[config.mk]
export PLATFORM = sky130hd
export DESIGN_NAME = ifc_value_channel
export DESIGN_NICKNAME = d
export VERILOG_FILES = /design/src/rtl/ifc_value_pkg.sv /design/src/rtl/ifc_stable_tracker.sv /design/src/rtl/ifc_value_channel.sv
export SDC_FILE = /design/constraint.sdc
export NUM_CORES = 1
export LEC_CHECK = 0
export CAP_MARGIN = 10
export CORE_MARGIN = 3
export CORE_UTILIZATION = 35
export CTS_BUF_LIST = sky130_fd_sc_hd__clkbuf_8 sky130_fd_sc_hd__clkbuf_16
export DETAILED_ROUTE_END_ITERATION = 6
export DONT_BUFFER_PORTS = 1
export GPL_ROUTABILITY_DRIVEN = 0
export SYNTH_ARGS = -nofsm -noshare
export SYNTH_HDL_FRONTEND = slang
export SYNTH_HIERARCHICAL = 1
export SYNTH_SLANG_ARGS = --single-unit
[constraint.sdc]
create_clock -name clk -period 1.8 [get_ports clk]
set_input_delay 0.36 -clock clk [delete_from_list [all_inputs] [get_ports clk]]
set_output_delay 0.36 -clock clk [all_outputs]
set_load 0.005 [all_outputs]
[src/rtl/ifc_value_pkg.sv]
// ifc_value_pkg
// Shared definitions for the single-value channel: update-policy encodings,
// the value type, the default stability threshold and a parity helper.
package ifc_value_pkg;

   localparam int MODE_GATED   = 0;
   localparam int MODE_FOLLOW1 = 1;
   localparam int MODE_FOLLOW2 = 2;

   typedef logic signed [31:0] value_t;

   localparam int STABLE_CYCLES_DEF = 8;
   // Wide enough for the largest legal STABLE_CYCLES (255).
   localparam int STABLE_CNT_W      = 8;

   function automatic logic even_parity(input value_t v);
      return ^v;
   endfunction

endpackage

[src/rtl/ifc_stable_tracker.sv]
// ifc_stable_tracker
// Tracks how long the channel value has been unchanged and how many times it
// has changed.
// Ports:
//   clk, rst_n      clock, async active-low reset
//   changed_i       one-cycle pulse: value just took a new value
//   valid_i         value has been loaded since reset
//   stable_o        value unchanged for STABLE_CYCLES cycles
//   update_cnt_o    saturating count of changes
module ifc_stable_tracker
   import ifc_value_pkg::*;
#(
   parameter int STABLE_CYCLES = STABLE_CYCLES_DEF,
   parameter int CNT_W         = 16
) (
   input  logic             clk,
   input  logic             rst_n,
   input  logic             changed_i,
   input  logic             valid_i,
   output logic             stable_o,
   output logic [CNT_W-1:0] update_cnt_o
);

   localparam logic [STABLE_CNT_W-1:0] STAB_TC = STABLE_CNT_W'(STABLE_CYCLES);

   logic [STABLE_CNT_W-1:0] stab_q, stab_d;
   logic [CNT_W-1:0]        upd_q, upd_d;

   always_comb begin
      stab_d = stab_q;
      upd_d  = upd_q;
      if (changed_i) begin
         stab_d = '0;
      end else if (valid_i && (stab_q != STAB_TC)) begin
         stab_d = stab_q + 1'b1;
      end
      if (changed_i && (upd_q != '1)) begin
         upd_d = upd_q + 1'b1;
      end
   end

   always_ff @(posedge clk or negedge rst_n) begin
      if (!rst_n) begin
         stab_q <= '0;
         upd_q  <= '0;
      end else begin
         stab_q <= stab_d;
         upd_q  <= upd_d;
      end
   end

   assign stable_o     = valid_i && (stab_q == STAB_TC);
   assign update_cnt_o = upd_q;

endmodule

[src/rtl/ifc_value_channel.sv]
// ifc_value_channel
// Single 32-bit signed value channel from a producer to its parent, with
// valid / change / stability status and a compile-time MODE tag.
// Ports:
//   clk, rst_n      clock, async active-low reset
//   wr_en           write strobe (MODE 0 only)
//   wr_data         producer value
//   mode_o          constant MODE[1:0]
//   value_o         held value
//   valid_o         value loaded at least once since reset
//   changed_o       one-cycle pulse on a new, different value (or first load)
//   update_cnt_o    saturating change count
//   stable_o        value unchanged for STABLE_CYCLES cycles
// Optional (IFC_VALUE_PARITY_EN defined):
//   parity_o        even parity of value_o, registered with it
//   chk_parity_i    parity expected by the consumer
//   parity_err_o    sticky mismatch flag, cleared only by rst_n
module ifc_value_channel
   import ifc_value_pkg::*;
#(
   parameter int MODE          = MODE_GATED,
   parameter int STABLE_CYCLES = STABLE_CYCLES_DEF,
   parameter int CNT_W         = 16
) (
   input  logic             clk,
   input  logic             rst_n,
   input  logic             wr_en,
   input  value_t           wr_data,
   output logic [1:0]       mode_o,
   output value_t           value_o,
   output logic             valid_o,
   output logic             changed_o,
   output logic [CNT_W-1:0] update_cnt_o,
   output logic             stable_o
`ifdef IFC_VALUE_PARITY_EN
   ,
   output logic             parity_o,
   input  logic             chk_parity_i,
   output logic             parity_err_o
`endif
);

   generate
      if (MODE < MODE_GATED || MODE > MODE_FOLLOW2) begin : g_bad_mode
         $error("ifc_value_channel: MODE must be 0, 1 or 2");
      end
      if (STABLE_CYCLES < 1 || STABLE_CYCLES > 255) begin : g_bad_stable
         $error("ifc_value_channel: STABLE_CYCLES must be in 1..255");
      end
   endgenerate

   localparam logic [1:0] MODE_TAG = 2'(MODE);

   value_t value_q, value_d;
   value_t stage_q, stage_d;
   value_t load_val;
   logic   stage_vld_q, stage_vld_d;
   logic   valid_q, valid_d;
   logic   changed_q, changed_d;
   logic   load;

   always_comb begin
      stage_d     = stage_q;
      stage_vld_d = stage_vld_q;
      load        = 1'b0;
      load_val    = value_q;
      case (MODE)
         MODE_GATED: begin
            load     = wr_en;
            load_val = wr_data;
         end
         MODE_FOLLOW1: begin
            load     = 1'b1;
            load_val = wr_data;
         end
         default: begin
            // The output only counts as loaded once the stage holds real data,
            // so valid rises on the second edge after reset.
            stage_d     = wr_data;
            stage_vld_d = 1'b1;
            load        = stage_vld_q;
            load_val    = stage_q;
         end
      endcase
      value_d   = load ? load_val : value_q;
      valid_d   = valid_q | load;
      // The first load always pulses, even when it loads 0.
      changed_d = load && (!valid_q || (load_val != value_q));
   end

   always_ff @(posedge clk or negedge rst_n) begin
      if (!rst_n) begin
         value_q     <= '0;
         stage_q     <= '0;
         stage_vld_q <= 1'b0;
         valid_q     <= 1'b0;
         changed_q   <= 1'b0;
      end else begin
         value_q     <= value_d;
         stage_q     <= stage_d;
         stage_vld_q <= stage_vld_d;
         valid_q     <= valid_d;
         changed_q   <= changed_d;
      end
   end

   ifc_stable_tracker #(
      .STABLE_CYCLES (STABLE_CYCLES),
      .CNT_W         (CNT_W)
   ) u_tracker (
      .clk          (clk),
      .rst_n        (rst_n),
      .changed_i    (changed_q),
      .valid_i      (valid_q),
      .stable_o     (stable_o),
      .update_cnt_o (update_cnt_o)
   );

   assign mode_o    = MODE_TAG;
   assign value_o   = value_q;
   assign valid_o   = valid_q;
   assign changed_o = changed_q;

`ifdef IFC_VALUE_PARITY_EN
   logic parity_q, parity_err_q;

   always_ff @(posedge clk or negedge rst_n) begin
      if (!rst_n) begin
         parity_q     <= 1'b0;
         parity_err_q <= 1'b0;
      end else begin
         parity_q <= even_parity(value_d);
         if (chk_parity_i != parity_q) begin
            parity_err_q <= 1'b1;
         end
      end
   end

   assign parity_o     = parity_q;
   assign parity_err_o = parity_err_q;
`endif

endmodule

==> results.rst <==
.. list-table::
   :header-rows: 1

   * - Metric
     - Value
   * - Syn Area/Cell
     - 12.1 µm²
   * - Via count of the first global-routing pass
     - roughly 2,000
   * - Worst hold path stage count
     - 1
   * - EDFF count, synth
     - 0
   * - Internal power consumption
     - 2.31 mW
   * - Most common flop cell mapped by yosys
     - dfrtp_1
   * - Vertical die dimension
     - 96.2 µm
   * - Mapped Cells
     - 236
   * - Maximum buffer depth of the clock tree
     - 2
   * - Met3 Routed Length
     - between 700 and 800 µm
   * - Combinational Power Share
     - 0.145
   * - Part of the power in the clock network
     - 0.338
   * - Worst endpoint required time
     - roughly 1.4 ns
   * - Layout-stage area growth over the synthesis result
     - 15.1%
   * - I/O pin count
     - between 80 and 90
   * - Routed via count
     - 1,868
   * - Area of the core
     - 7810 µm²
   * - Highest signal layer in the routed design
     - met4
   * - Number of register bits inferred by synthesis
     - 58
   * - Path category of the worst min-delay check
     - input pin to flip-flop
   * - Share of layout cells above drive strength 1
     - 0.282
   * - Starting density of the core
     - 0.365
   * - Number of iterations in the first detailed-routing pass
     - 4
   * - Worst reg-to-reg setup slack
     - 0.13 ns
   * - Clock tree from TritonCTS
     - done
   * - Data arrival time of the critical path
     - roughly 1.4 ns
   * - Part of the total power dissipated in sequential elements
     - 0.517
   * - Crit Reg-Reg Startpoint
     - u_tracker/update_cnt_o[0]
   * - Synth cell types
     - 38
   * - Overall die width
     - slightly below 100 µm
   * - Critical Path Start
     - u_tracker/stab_q[0]
   * - Average wire per standard cell
     - 15.8 µm
   * - Antenna violations before repair
     - 0
   * - Total wire length
     - between 5000 and 6000 µm
   * - Register clock-pin slew on the reported worst setup and hold paths
     - 0.07 ns
   * - Placed cell count
     - about 350
   * - Slowest stage delay, CP
     - 0.41 ns
   * - Fin crit period
     - 1.72 ns
   * - MaxCap Viol Count
     - 0
   * - Maximum frequency from static timing analysis
     - 583 MHz
   * - Standard-cell rows
     - 32
   * - Lkg Pwr
     - between 1 and 1.5 nW
   * - Half-perimeter wire length after placement
     - 4070 µm
   * - Global-route wire length before repair
     - 9450 µm
   * - Routed met2 length
     - 2680 µm
   * - Ratio of total power to cell area
     - slightly below 1000 nW/µm²
   * - Total net switching power
     - 909 µW
   * - Total global routing track utilization
     - 0.134
   * - H-Tree Level Count
     - 3
   * - Cell breakdown of the critical path
     - inv_2, ha_1, nand4bb_1, nor3_2
   * - Ratio of final minimum period to clock period
     - 0.954
   * - Count of fill cells added during filler insertion
     - approximately 750
   * - Proportion of total power due to net switching
     - 0.282
   * - Routed vias/inst
     - around 5.1
   * - Post-synthesis cell area
     - 2850 µm²
   * - Final cell count without fillers
     - 364
   * - Yosys Warn Count
     - 6
   * - Detail Route Antenna Nets
     - 0
   * - Worst voltage drop across the vdd grid
     - 566 µV
   * - Total number of nets in the final design
     - 295
   * - First-iteration detailed-routing DRC count
     - 45
   * - Crit Path Max Fanout
     - 3
   * - Worst-case clock skew
     - 0.00532 ns
   * - Number of buffers added on ports
     - 0
   * - Gr ovfl total
     - 0
   * - Count of clock tree sinks
     - 58
   * - Final-report hold violation count
     - 0
   * - RSZ-0062 raised after global routing
     - true
   * - Pins over their slew limit
     - 0
   * - Async set-reset flop share out of synthesis
     - 1.00
   * - Hold-critical path endpoint
     - valid_o
   * - Min-delay src
     - wr_en
   * - Buffer type at the clock tree root
     - clkbuf_8
   * - Latest clock arrival within the worst-skew pair
     - 0.32 ns
   * - Type of element launching the critical path
     - flip-flop
   * - Status
     - completed
   * - Sequential fraction of the synthesis area
     - 0.509
   * - Maximum number of pins on one net before global-route repair
     - 59
   * - Post-Route Hold Slack
     - 0.148 ns
   * - Post-layout power
     - 3.22 mW
   * - Total CTS buffers
     - 9
   * - Category of the critical setup timing path
     - flip-flop to primary output
   * - Residual DRC count
     - 0
   * - Total die area
     - 9260 µm²
   * - R2R Path End
     - u_tracker/update_cnt_o[1]
   * - Critical Path Sink Type
     - primary output
   * - Crit-path slowest cell
     - dfrtp_1
   * - Reg2reg path depth
     - 5
   * - Number of antenna repair diodes
     - 0
   * - Number of endpoints failing setup at the final stage
     - 0
   * - Most used cells in the layout excluding fill and tap cells
     - 58 x dfrtp_1, 42 x xor2_1, 34 x mux2_2, 14 x buf_4, 13 x nor2_1
   * - Commonest non-fill, non-tap cell in the layout
     - dfrtp_1
   * - DRT met1 WL
     - 2270 µm
## cells by family (layout without fill, tap and decap cells)
logic type / Yosys count / in the layout / synth area share
compound gates: 11 / 11 / 0.0250
xor+xnor: 49 / 49 / 0.151
fa+ha+maj: 3 / 3 / 0.0132
buf+inv: 12 / 37 / 0.0202
flops: 58 / 58 / 0.509
mux: 36 / 36 / 0.142
other cells: 1 / 2 / 0.00132
simple gates: 66 / 66 / 0.139
## worst max-delay path by stage
stage                                      endpoint  slack (ns)  cells past startpoint
final                                      stable_o        0.08                      4
after global routing                       stable_o       -0.02                      4
after CTS                                  stable_o        0.01                      4
after detailed placement  u_tracker/update_cnt_o[1]        0.14                      5
after global placement    u_tracker/update_cnt_o[1]        0.19                      5
after floorplan           u_tracker/update_cnt_o[1]        0.15                      5
## cells in the mapped netlist (5+ instances only)
| master | n | area share |
|---|---|---|
| xor2_1 | 42 | 0.13 |
| inv_1 | 5 | 0.0066 |
| xnor2_1 | 7 | 0.022 |
| dfrtp_1 | 58 | 0.51 |
| nand3_1 | 9 | 0.016 |
| nor4_1 | 10 | 0.022 |
| nor3_1 | 6 | 0.011 |
| nand2_1 | 6 | 0.0079 |
| nand4_1 | 6 | 0.013 |
| mux2_2 | 34 | 0.13 |
| nor2_1 | 13 | 0.017 |
## through the flow
step	instance area (µm²)	setup WS [ns]	util	TNS (ns)
global route	3280	-0.0197	0.420	-0.0197
global placement	3040	0.186	0.389	0
detailed placement	3040	0.136	0.389	0
finish	3280	0.0834	0.420	0
floorplan	2850	0.149	-	0
CTS	3270	0.0116	0.419	0
## final cells by class
type	count	area, µm²	area share
Inverter	5	18.8	0.00572
Clock buffer	12	165	0.0504
Sequential cell	58	1450	0.443
Tap cell	102	128	0.0389
Multi-Input combinational cell	167	1360	0.414
Timing Repair Buffer	16	143	0.0435
Clock inverter	4	17.5	0.00534
## power by group through the flow
stage / clock network (mW) / registers (mW) / logic [mW]
after floorplan: 0 / 1.65 / 0.327
after global placement: 0 / 1.69 / 0.422
after detailed placement: 0 / 1.70 / 0.435
after CTS: 1.15 / 1.67 / 0.474
after global routing: 1.20 / 1.71 / 0.534
final: 1.09 / 1.67 / 0.467
## sequential cells by signal, indices dropped and copies added (netlist names)
name / flops
u_tracker/update_cnt_o: 16
value_o: 32
changed_o: 1
valid_o: 1
u_tracker/stab_q: 8
## critical path: cells and delay by family, from the launching register on
family	cells	cell delay, ns
buffers and inverters	1	0.08
AND/OR/NAND/NOR	2	0.40
flip-flops	1	0.41
adder cells (fa/ha/maj)	1	0.14
## routing by layer
layer / global-route usage / vias up
met1: 0.146 / 905
met3: 0.0844 / 10
li1: - / 874
met2: 0.210 / 79
met5: 0 / -
met4: 0.0521 / 0
## timing repair
| action | 4_1_cts | 5_1_grt |
|---|---|---|
| hold endpoints to repair | 58 | 0 |
| buffers inserted | 1 | 0 |
| hold buffers | 2 | 0 |
| resized for setup | 1 | 2 |
| cloned | 0 | 0 |
| endpoints found under the setup margin | 1 | 4 |
| pin swaps | 1 | 1 |
(Power assumes the default switching activity.)
